===== src/rtl/mips_issue_ctrl.sv =====
// mips_issue_ctrl: round-robin issue of req0/req1 into a fixed-latency pipe (pipe_*), RAW hazard stall, in-order tagged responses (rsp_*), stall_cnt and sticky err_orphan
module mips_issue_ctrl #(
  parameter int FIFO_DEPTH = 8
) (
  input  logic        clk,
  input  logic        rst_n,
  input  logic        req0_valid,
  input  logic        req1_valid,
  input  logic [31:0] req0_instr,
  input  logic [31:0] req1_instr,
  input  logic [14:0] req0_oreg,
  input  logic [14:0] req1_oreg,
  output logic        req0_ready,
  output logic        req1_ready,
  input  logic        hold,
  output logic        pipe_in_valid,
  output logic [31:0] pipe_instruction,
  output logic [14:0] pipe_output_reg,
  input  logic        pipe_out_valid,
  input  logic        pipe_fail,
  input  logic [31:0] pipe_out_1,
  input  logic [31:0] pipe_out_2,
  input  logic [31:0] pipe_out_3,
  output logic        rsp_valid,
  output logic        rsp_id,
  output logic        rsp_fail,
  output logic [31:0] rsp_out_1,
  output logic [31:0] rsp_out_2,
  output logic [31:0] rsp_out_3,
  output logic [15:0] stall_cnt,
  output logic        err_orphan
);
  localparam int AW = $clog2(FIFO_DEPTH);
  localparam int CW = AW + 1;
  logic          ptr, win, active, hz, grant, stall, pop, has_dst;
  logic [4:0]    dst, rs, rt;
  logic          fifo [FIFO_DEPTH];
  logic [AW-1:0] wp, rp;
  logic [CW-1:0] cnt;
  assign win     = (req0_valid && req1_valid) ? ptr : req1_valid;
  assign rs      = win ? req1_instr[25:21] : req0_instr[25:21];
  assign rt      = win ? req1_instr[20:16] : req0_instr[20:16];
  assign has_dst = pipe_instruction[31:26] == 6'd0 || pipe_instruction[31:26] == 6'd8;
  assign dst     = pipe_instruction[31:26] == 6'd0 ? pipe_instruction[15:11] : pipe_instruction[20:16];
  // only the round-robin winner is checked; a blocked winner blocks the whole cycle
  assign hz      = pipe_in_valid && has_dst && (rs == dst || rt == dst);
  assign active  = rst_n && !hold && (req0_valid || req1_valid);
  assign grant   = active && !hz;
  assign stall   = active && hz;
  assign req0_ready = grant && !win;
  assign req1_ready = grant && win;
  assign pop     = pipe_out_valid && cnt != '0;
  always_ff @(posedge clk) begin
    if (!rst_n) begin
      ptr              <= 1'b0;
      pipe_in_valid    <= 1'b0;
      pipe_instruction <= '0;
      pipe_output_reg  <= '0;
      rsp_valid        <= 1'b0;
      rsp_id           <= 1'b0;
      rsp_fail         <= 1'b0;
      rsp_out_1        <= '0;
      rsp_out_2        <= '0;
      rsp_out_3        <= '0;
      stall_cnt        <= '0;
      err_orphan       <= 1'b0;
      wp               <= '0;
      rp               <= '0;
      cnt              <= '0;
    end else begin
      pipe_in_valid <= grant;
      if (grant) begin
        pipe_instruction <= win ? req1_instr : req0_instr;
        pipe_output_reg  <= win ? req1_oreg : req0_oreg;
        ptr              <= ~win;
        fifo[wp]         <= win;
        wp               <= wp + 1'b1;
      end
      rsp_valid <= pop;
      if (pop) begin
        rsp_id    <= fifo[rp];
        rsp_fail  <= pipe_fail;
        rsp_out_1 <= pipe_out_1;
        rsp_out_2 <= pipe_out_2;
        rsp_out_3 <= pipe_out_3;
        rp        <= rp + 1'b1;
      end
      cnt <= cnt + CW'(grant) - CW'(pop);
      if (pipe_out_valid && cnt == '0) err_orphan <= 1'b1;
      if (stall && stall_cnt != 16'hFFFF) stall_cnt <= stall_cnt + 16'd1;
    end
  end
endmodule


===== config.mk =====
export PLATFORM = sky130hd
export DESIGN_NAME = mips_issue_ctrl
export DESIGN_NICKNAME = d
export VERILOG_FILES = /design/src/rtl/mips_issue_ctrl.sv
export SDC_FILE = /design/constraint.sdc
export NUM_CORES = 1
export LEC_CHECK = 0
export CORE_MARGIN = 3
export CORE_UTILIZATION = 38
export CTS_CLUSTER_DIAMETER = 80
export DETAILED_ROUTE_END_ITERATION = 8
export PLACE_DENSITY = 0.82
export SLEW_MARGIN = 30
export SYNTH_ARGS = -nofsm -noshare
export SYNTH_HDL_FRONTEND = slang
export SYNTH_SLANG_ARGS = --single-unit

===== constraint.sdc =====
create_clock -name clk -period 3.4 [get_ports clk]
set_input_delay 0.85 -clock clk [delete_from_list [all_inputs] [get_ports clk]]
set_output_delay 0.85 -clock clk [all_outputs]
set_load 0.02 [all_outputs]

==> results of run 1 <==
==> report_power, final <==
group	switching [uW]	internal [uW]
registers	181	2480
logic	1300	1170
clock network	941	992
total	2420	4640
==> cell type report <==
class / instances / area (um2) / share of cell area, %
clock inverters: 14 / 136 / 1.05
repair buffers: 424 / 4190 / 32.2
well taps: 270 / 338 / 2.60
flip-flops and latches: 183 / 3750 / 28.8
inverters: 12 / 46.3 / 0.356
clock buffers: 18 / 439 / 3.38
multi-input cells: 662 / 4110 / 31.6
==> cells by family (layout without fill, tap and decap cells) <==
group                    count (synthesis)  count (layout)  synth area share, %
AND/OR/NAND/NOR                        388             388                 21.3
AO/OA/AOI/OAI                          201             202                 17.8
flip-flops                             183             183                 47.1
buffers and inverters                   72             468                 3.56
multiplexers                            54              54                 7.70
adder cells (fa/ha/maj)                  9               9                 1.51
XOR/XNOR                                 9               9                0.993
==> layer usage <==
layer  wire (um)  GRT usage, %  up-vias  share of wire [%]
li1            -             -     3871                  -
met1       10200          24.5     3586                 38
met2       13500          40.1      323                 50
met3        2510          7.92       42                9.3
met4         731          7.55        0                2.7
met5           0             0        -                  0
==> how the worst min path moves through the flow <==
stage                               startpoint                    to  slack, ps
final                     pipe_instruction[21]  pipe_instruction[21]        460
after global placement    pipe_instruction[24]  pipe_instruction[24]        440
after floorplan                            ptr                   ptr        430
after CTS                   pipe_output_reg[7]    pipe_output_reg[7]        460
after detailed placement   pipe_output_reg[14]   pipe_output_reg[14]        450
after global routing       pipe_instruction[3]   pipe_instruction[3]        470
==> Yosys cell counts (3+ instances only) <==
master / number
buf_2: 4
or4_1: 4
o211a_1: 5
dfxtp_1: 175
a211o_1: 4
o211ai_1: 5
inv_1: 12
nor2_1: 9
or3_1: 3
nand4_1: 5
clkbuf_1: 55
a211oi_1: 5
xor2_1: 4
nand2b_1: 5
ha_1: 8
o21ai_1: 14
nand2_1: 304
and4b_1: 5
nor4_1: 5
o21ai_0: 36
and3_1: 11
and2_1: 8
edfxtp_1: 8
mux2i_1: 15
a21boi_0: 106
a21boi_1: 6
o31ai_1: 4
mux2_2: 37
nand3_1: 11
nor2b_1: 3
xnor2_1: 5
==> metrics by stage <==
| step | power, uW | setup WS [ps] | utilization [%] | hold WS (ps) |
|---|---|---|---|---|
| 6_report | 7060 | -315 | 63.9 | 460 |
| 5_1_grt | 7440 | -423 | 63.9 | 473 |
| 4_1_cts | 7110 | -236 | 62.9 | 462 |
| 3_5_place_dp | 5110 | -893 | 59.1 | 451 |
| 3_3_place_gp | 5020 | -889 | 59.0 | 439 |
| 2_1_floorplan | 3930 | -78.1 | - | 427 |
==> tightest hold or removal path: stages (launching register included) <==
cell and delay [ps]:
dfxtp_1 310, nand2_1 50, o21ai_0 50
==> what timing repair did <==
action,4_1_cts,5_1_grt
setup endpoints to repair,3,16
gates cloned,2,1
buffers inserted,11,9
pin swaps,15,12
gates resized for setup,38,22
==> summary.txt, run 1 <==
Synth Instances: 916
Final WS setup: -315 ps
Num CTS Buffers: 17
DR iter-0 viols: 314
CP startpoint kind: flop
crit path time final: 3710 ps
Post-DP Area: 0.0120 mm2
Antenna Violating Nets Remaining: 0
top_reg_cell synth: dfxtp_1
placed cells: 1529
endpoints failing setup: 17
# clock sinks: 183
Placeable Area: 0.0204 mm2
DR vias: 7822
Post-Layout Cell Count: 1583
Port Buf Inserts: 362
RR Endpoint: stall_cnt[7]
num rows: 52
HP Class: reg -> reg
starting density of the core: 39.0%
routability cong.: 0.888
Crit Path Category: reg -> reg
Least-Margin Pin Slew: 718 ps
half-perimeter wire length after placement: 19100 um
area grow syn2layout: 63.8%
Pleak: 0.00487 uW
TritonCTS clock tree: built
worst path cell trace: or4_4 > o21ai_4 > buf_6 > a211oi_2 > nor4_2 > buf_4 > buf_4 > buf_6 > buf_4 > buf_4 > buf_4 > buf_4 > buf_6 > nand3b_1 > a21o_4 > or4_1 > a21boi_1
R2R depth: 17
Setup crit end: stall_cnt[7]
# DRC: 0
failing checks: negative setup slack
crit-path max cell delay: 650 ps
Final Hold Fails: 0
Die ar.: 0.0227 mm2
clk slew on worst S/H paths: 70 ps
NumNets Final: 1506
wire length per cell: 17.0 um
RSZ-0062 raised after global routing: yes
via count of the first global-routing pass: 7531
die width: 151 um
WP data required: 3760 ps
most frequent cell on the critical path: buf_4
Clock Skew: 14.7 ps
GRT Residual Overflow: 0
most frequent cells in the layout: 357 x clkdlybuf4s50_1, 303 x nand2_1, 173 x dfxtp_1, 99 x a21boi_0, 49 x buf_4
Ys Warns: 0
largest net degree at the start of global routing: 108
CTS Hold Bufs: 0
Clk Latency, worst-skew pair: 430 ps
die height: 151 um
Slew Limit Headroom: 52.1%
count of cell types in the netlist: 54
cell accounting for the most synthesized area: dfxtp_1
first-pass GRT wire length: 39900 um
Seq cells post-synth: 183
First-pass DRT Iterations: 4
Synth area leaders: dfxtp_1 44%, nand2_1 14%, a21boi_0 10%
Post-synth EDFFs: 8
Cell Pwr Density: 543 mW/mm2
Critical path origin: pipe_instruction[28]
status: finished, violations left
n_diodes: 0
Yosys top cell area share: 44.1%
crit-path leading delay family: simple AND/OR/NAND/NOR gates
fin area: 0.0130 mm2
R2R setup slack: -310 ps
critical path arrival: 4070 ps
asr flop ratio synth: 0%
crit-path max FO: 6
share of cells above drive strength 1: 13.2%
Synth Cell Area: 0.00794 mm2
worst path buffer plus inverter count: 9
H-tree lvl count: 4
worst hold path cell count: 2
FILL cells: 1707
setup TNS: -3720 ps
via/cell ratio: 4.94
Levels on crit path: 17
Slew Viols, Final: 0
maxcap violations: 0
Max Clk Rate: 0.269 GHz
Setup crit end kind: flop
I/O Pins: 363
CTS Buffer Depth: 2
Post-Syn Nets: 1122
CP max stage cell: or4_4
drt total wl: 26900 um
Peak VDD IR: 0.332 mV
CTS root buf: clkbuf_16
Mean Syn Cell Area: 8.67 um2
Total GRT Usage: 22.4%
initial antenna violation count: 0
Seq/Total Area, Yosys: 47.1%
most common cell after layout, fill and taps aside: clkdlybuf4s50_1
worst r2r src: pipe_instruction[28]
part of the cycle the worst path needs: 109%
No activity file was read; power rests on OpenSTA's default activity.
==> inputs of run 2 (changes only) <==
--- a/config.mk
+++ b/config.mk
@@ -9,6 +9,7 @@
 export CORE_UTILIZATION = 38
 export CTS_CLUSTER_DIAMETER = 80
 export DETAILED_ROUTE_END_ITERATION = 8
+export GPL_TIMING_DRIVEN = 0
 export PLACE_DENSITY = 0.82
 export SLEW_MARGIN = 30
 export SYNTH_ARGS = -nofsm -noshare
==> run 2 against run 1 <==
Effect of this change: the flow still finishes with violations (negative setup slack); sequential share of layout area increased by 0.55 points; sequential power is essentially flat; wire length grew 4.3%; non-clock buffer count rose by 10; sequential cell count unchanged; fmax is 3.0% higher; first-iteration DRC count is 12% higher; final area fell by 1.9%; clock power about the same; worst hold slack worse by 5.2 ps; critical endpoint is now req1_ready; largest cell class is now multi-input gates; largest power group unchanged.
==> summary.txt, run 2 (synthesis gave the netlist of run 1 again) <==
via count of the first global-routing pass: 7971 (+5.8%)
Setup crit end kind: output port
CTS Hold Bufs: 0 (unchanged)
CP startpoint kind: input pin
endpoints failing setup: 2 (-15)
status: finished, violations left
# clock sinks: 183 (unchanged)
n_diodes: 0 (unchanged)
worst hold path cell count: 2 (unchanged)
Die ar.: 0.0227 mm2 (unchanged)
Clk Latency, worst-skew pair: 430 ps (about the same)
die width: 151 um (unchanged)
CTS root buf: clkbuf_16
fin area: 0.0128 mm2 (-1.9%)
first-pass GRT wire length: 42300 um (+6.1%)
die height: 151 um (unchanged)
worst r2r src: pipe_instruction[27]
Peak VDD IR: 0.324 mV (-2.3%)
H-tree lvl count: 4 (unchanged)
DR WL met2: 14500 um (+7.6%)
initial antenna violation count: 0 (unchanged)
Post-Layout Cell Count: 1592 (+0.57%)
top routing layer in use: met4
Final Hold Fails: 0 (unchanged)
RR Endpoint: cnt[2]
crit-path max cell delay: 410 ps (-240 ps)
GRT Residual Overflow: 0 (unchanged)
Cell Pwr Density: 550 mW/mm2 (+1.4%)
starting density of the core: 39.0% (unchanged)
DR iter-0 viols: 353 (+12%)
First-pass DRT Iterations: 4 (unchanged)
Port Buf Inserts: 361 (-0.28%)
Least-Margin Pin Slew: 918 ps (+200 ps)
CP max stage cell: clkdlybuf4s50_1
placed cells: 1547 (+1.2%)
# DRC: 0 (unchanged)
WP data required: 2550 ps (-1210 ps)
Antenna Violating Nets Remaining: 0 (unchanged)
met3 WL post-DR: 2500 um (-0.36%)
failing checks: negative setup slack
Total GRT Usage: 24.0% (+1.6 points)
Critical path origin: req1_instr[17]
drt total wl: 28000 um (+4.3%)
NumNets Final: 1515 (+0.60%)
I/O Pins: 363 (unchanged)
HP Class: reg -> reg
part of the cycle the worst path needs: 106% (-3.2 points)
area grow syn2layout: 60.7%
Post-Place Setup Slack: -1650 ps (-759 ps)
Hold Slack: 454 ps (-5.21 ps)
Metal-1 WL: 10300 um (+1.5%)
Num CTS Buffers: 17 (unchanged)
Crit Path Category: in -> out
most frequent cells in the layout: 357 x clkdlybuf4s50_1, 303 x nand2_1, 173 x dfxtp_1, 100 x a21boi_0, 48 x clkbuf_1
worst path cell trace: clkdlybuf4s50_1 > and3_1 > o211a_1 > nor4_2 > and4b_2 > nor4_4 > buf_4
Pleak: 0.00469 uW (-3.5%)
Clock Skew: 13.3 ps (-1.38 ps)
via/cell ratio: 4.95 (+0.20%)
Max Clk Rate: 0.277 GHz (+3.0%)
TritonCTS clock tree: built
crit path time final: 3610 ps (-107 ps)
Post-DP Area: 0.0119 mm2 (-1.1%)
DR vias: 7882 (+0.77%)
Slew Viols, Final: 0 (unchanged)
crit-path max FO: 4 (-2)
R2R setup slack: 40 ps (+350 ps)
Final WS setup: -207 ps (+107 ps)
num rows: 52 (unchanged)
Placeable Area: 0.0204 mm2 (unchanged)
final core occ: 62.7% (-1.2 points)
R2R depth: 12 (-5)
RSZ-0062 raised after global routing: yes
worst hold start: pipe_output_reg[14]
Slew Limit Headroom: 38.8% (-13 points)
largest net degree at the start of global routing: 19 (-82%)
wire length per cell: 17.6 um (+3.7%)
critical path arrival: 2760 ps (-1310 ps)
maxcap violations: 0 (unchanged)
hold path endpoint: pipe_output_reg[14]
routability cong.: 0.895 (+0.78%)
share of cells above drive strength 1: 9.68% (-3.5 points)
most common cell after layout, fill and taps aside: clkdlybuf4s50_1
clk slew on worst S/H paths: 80 ps (about the same)
CTS Buffer Depth: 2 (unchanged)
half-perimeter wire length after placement: 21700 um (+14%)
## run 2: changes by cell type in the layout (fill, tap and decap cells not counted), sizes merged, moves of 2 or more
cell    previous run  this run
buf               65        20
clkbuf            18        74
clkinv             6         3
inv               17        19
## run 2: power by group
group | total, uW | internal, uW | switching [uW] | leakage, uW
Sequential | 2670 | 2480 | 189 | 0.00151
Combinational | 2440 | 1120 | 1320 | 0.00292
Clock | 1910 | 973 | 940 | 0.000267
## run 2: layout make-up
type                            count  area [um2]
Timing Repair Buffer              376        3740
Buffer                             58         275
Multi-Input combinational cell    661        4050
Clock buffer                       18         429
Inverter                           12        48.8
Fill cell                        1756        7600
Clock inverter                     14         134
Tap cell                          270         338
Sequential cell                   183        3750
## run 2: stage by stage
step	total power (uW)	TNS [ps]
final	7020	-397
after global routing	7410	-1750
after CTS	7080	-432
after detailed placement	5100	-64600
after global placement	5060	-63000
after floorplan	3930	-134
## run 2: routing by layer
metal / vias to the layer above / track usage [%]
met4: 0 / 8.55
met1: 3629 / 25.2
met3: 42 / 7.68
li1: 3904 / -
met2: 307 / 44.7
met5: - / 0
## run 2: critical path, delay by kind of cell
kind | cells | cell delay, ps
and+or+nand+nor | 4 | 1050
buffers and inverters | 2 | 610
AOI/OAI and AO/OA | 1 | 240
## run 2: worst max path at each step
stage,slack (ps),cells past startpoint,endpoint
3_3_place_gp,-1730,9,req1_ready
3_5_place_dp,-1650,9,req1_ready
4_1_cts,-200,7,req1_ready
6_report,-210,7,req1_ready
2_1_floorplan,-80,13,cnt[2]
5_1_grt,-280,7,req1_ready
## run 2: timing repair
item	4_1_cts	5_1_grt
cloned	1	0
resized for setup	64	11
endpoints found under the setup margin	77	53
pin swaps	8	3
setup buffers	11	3
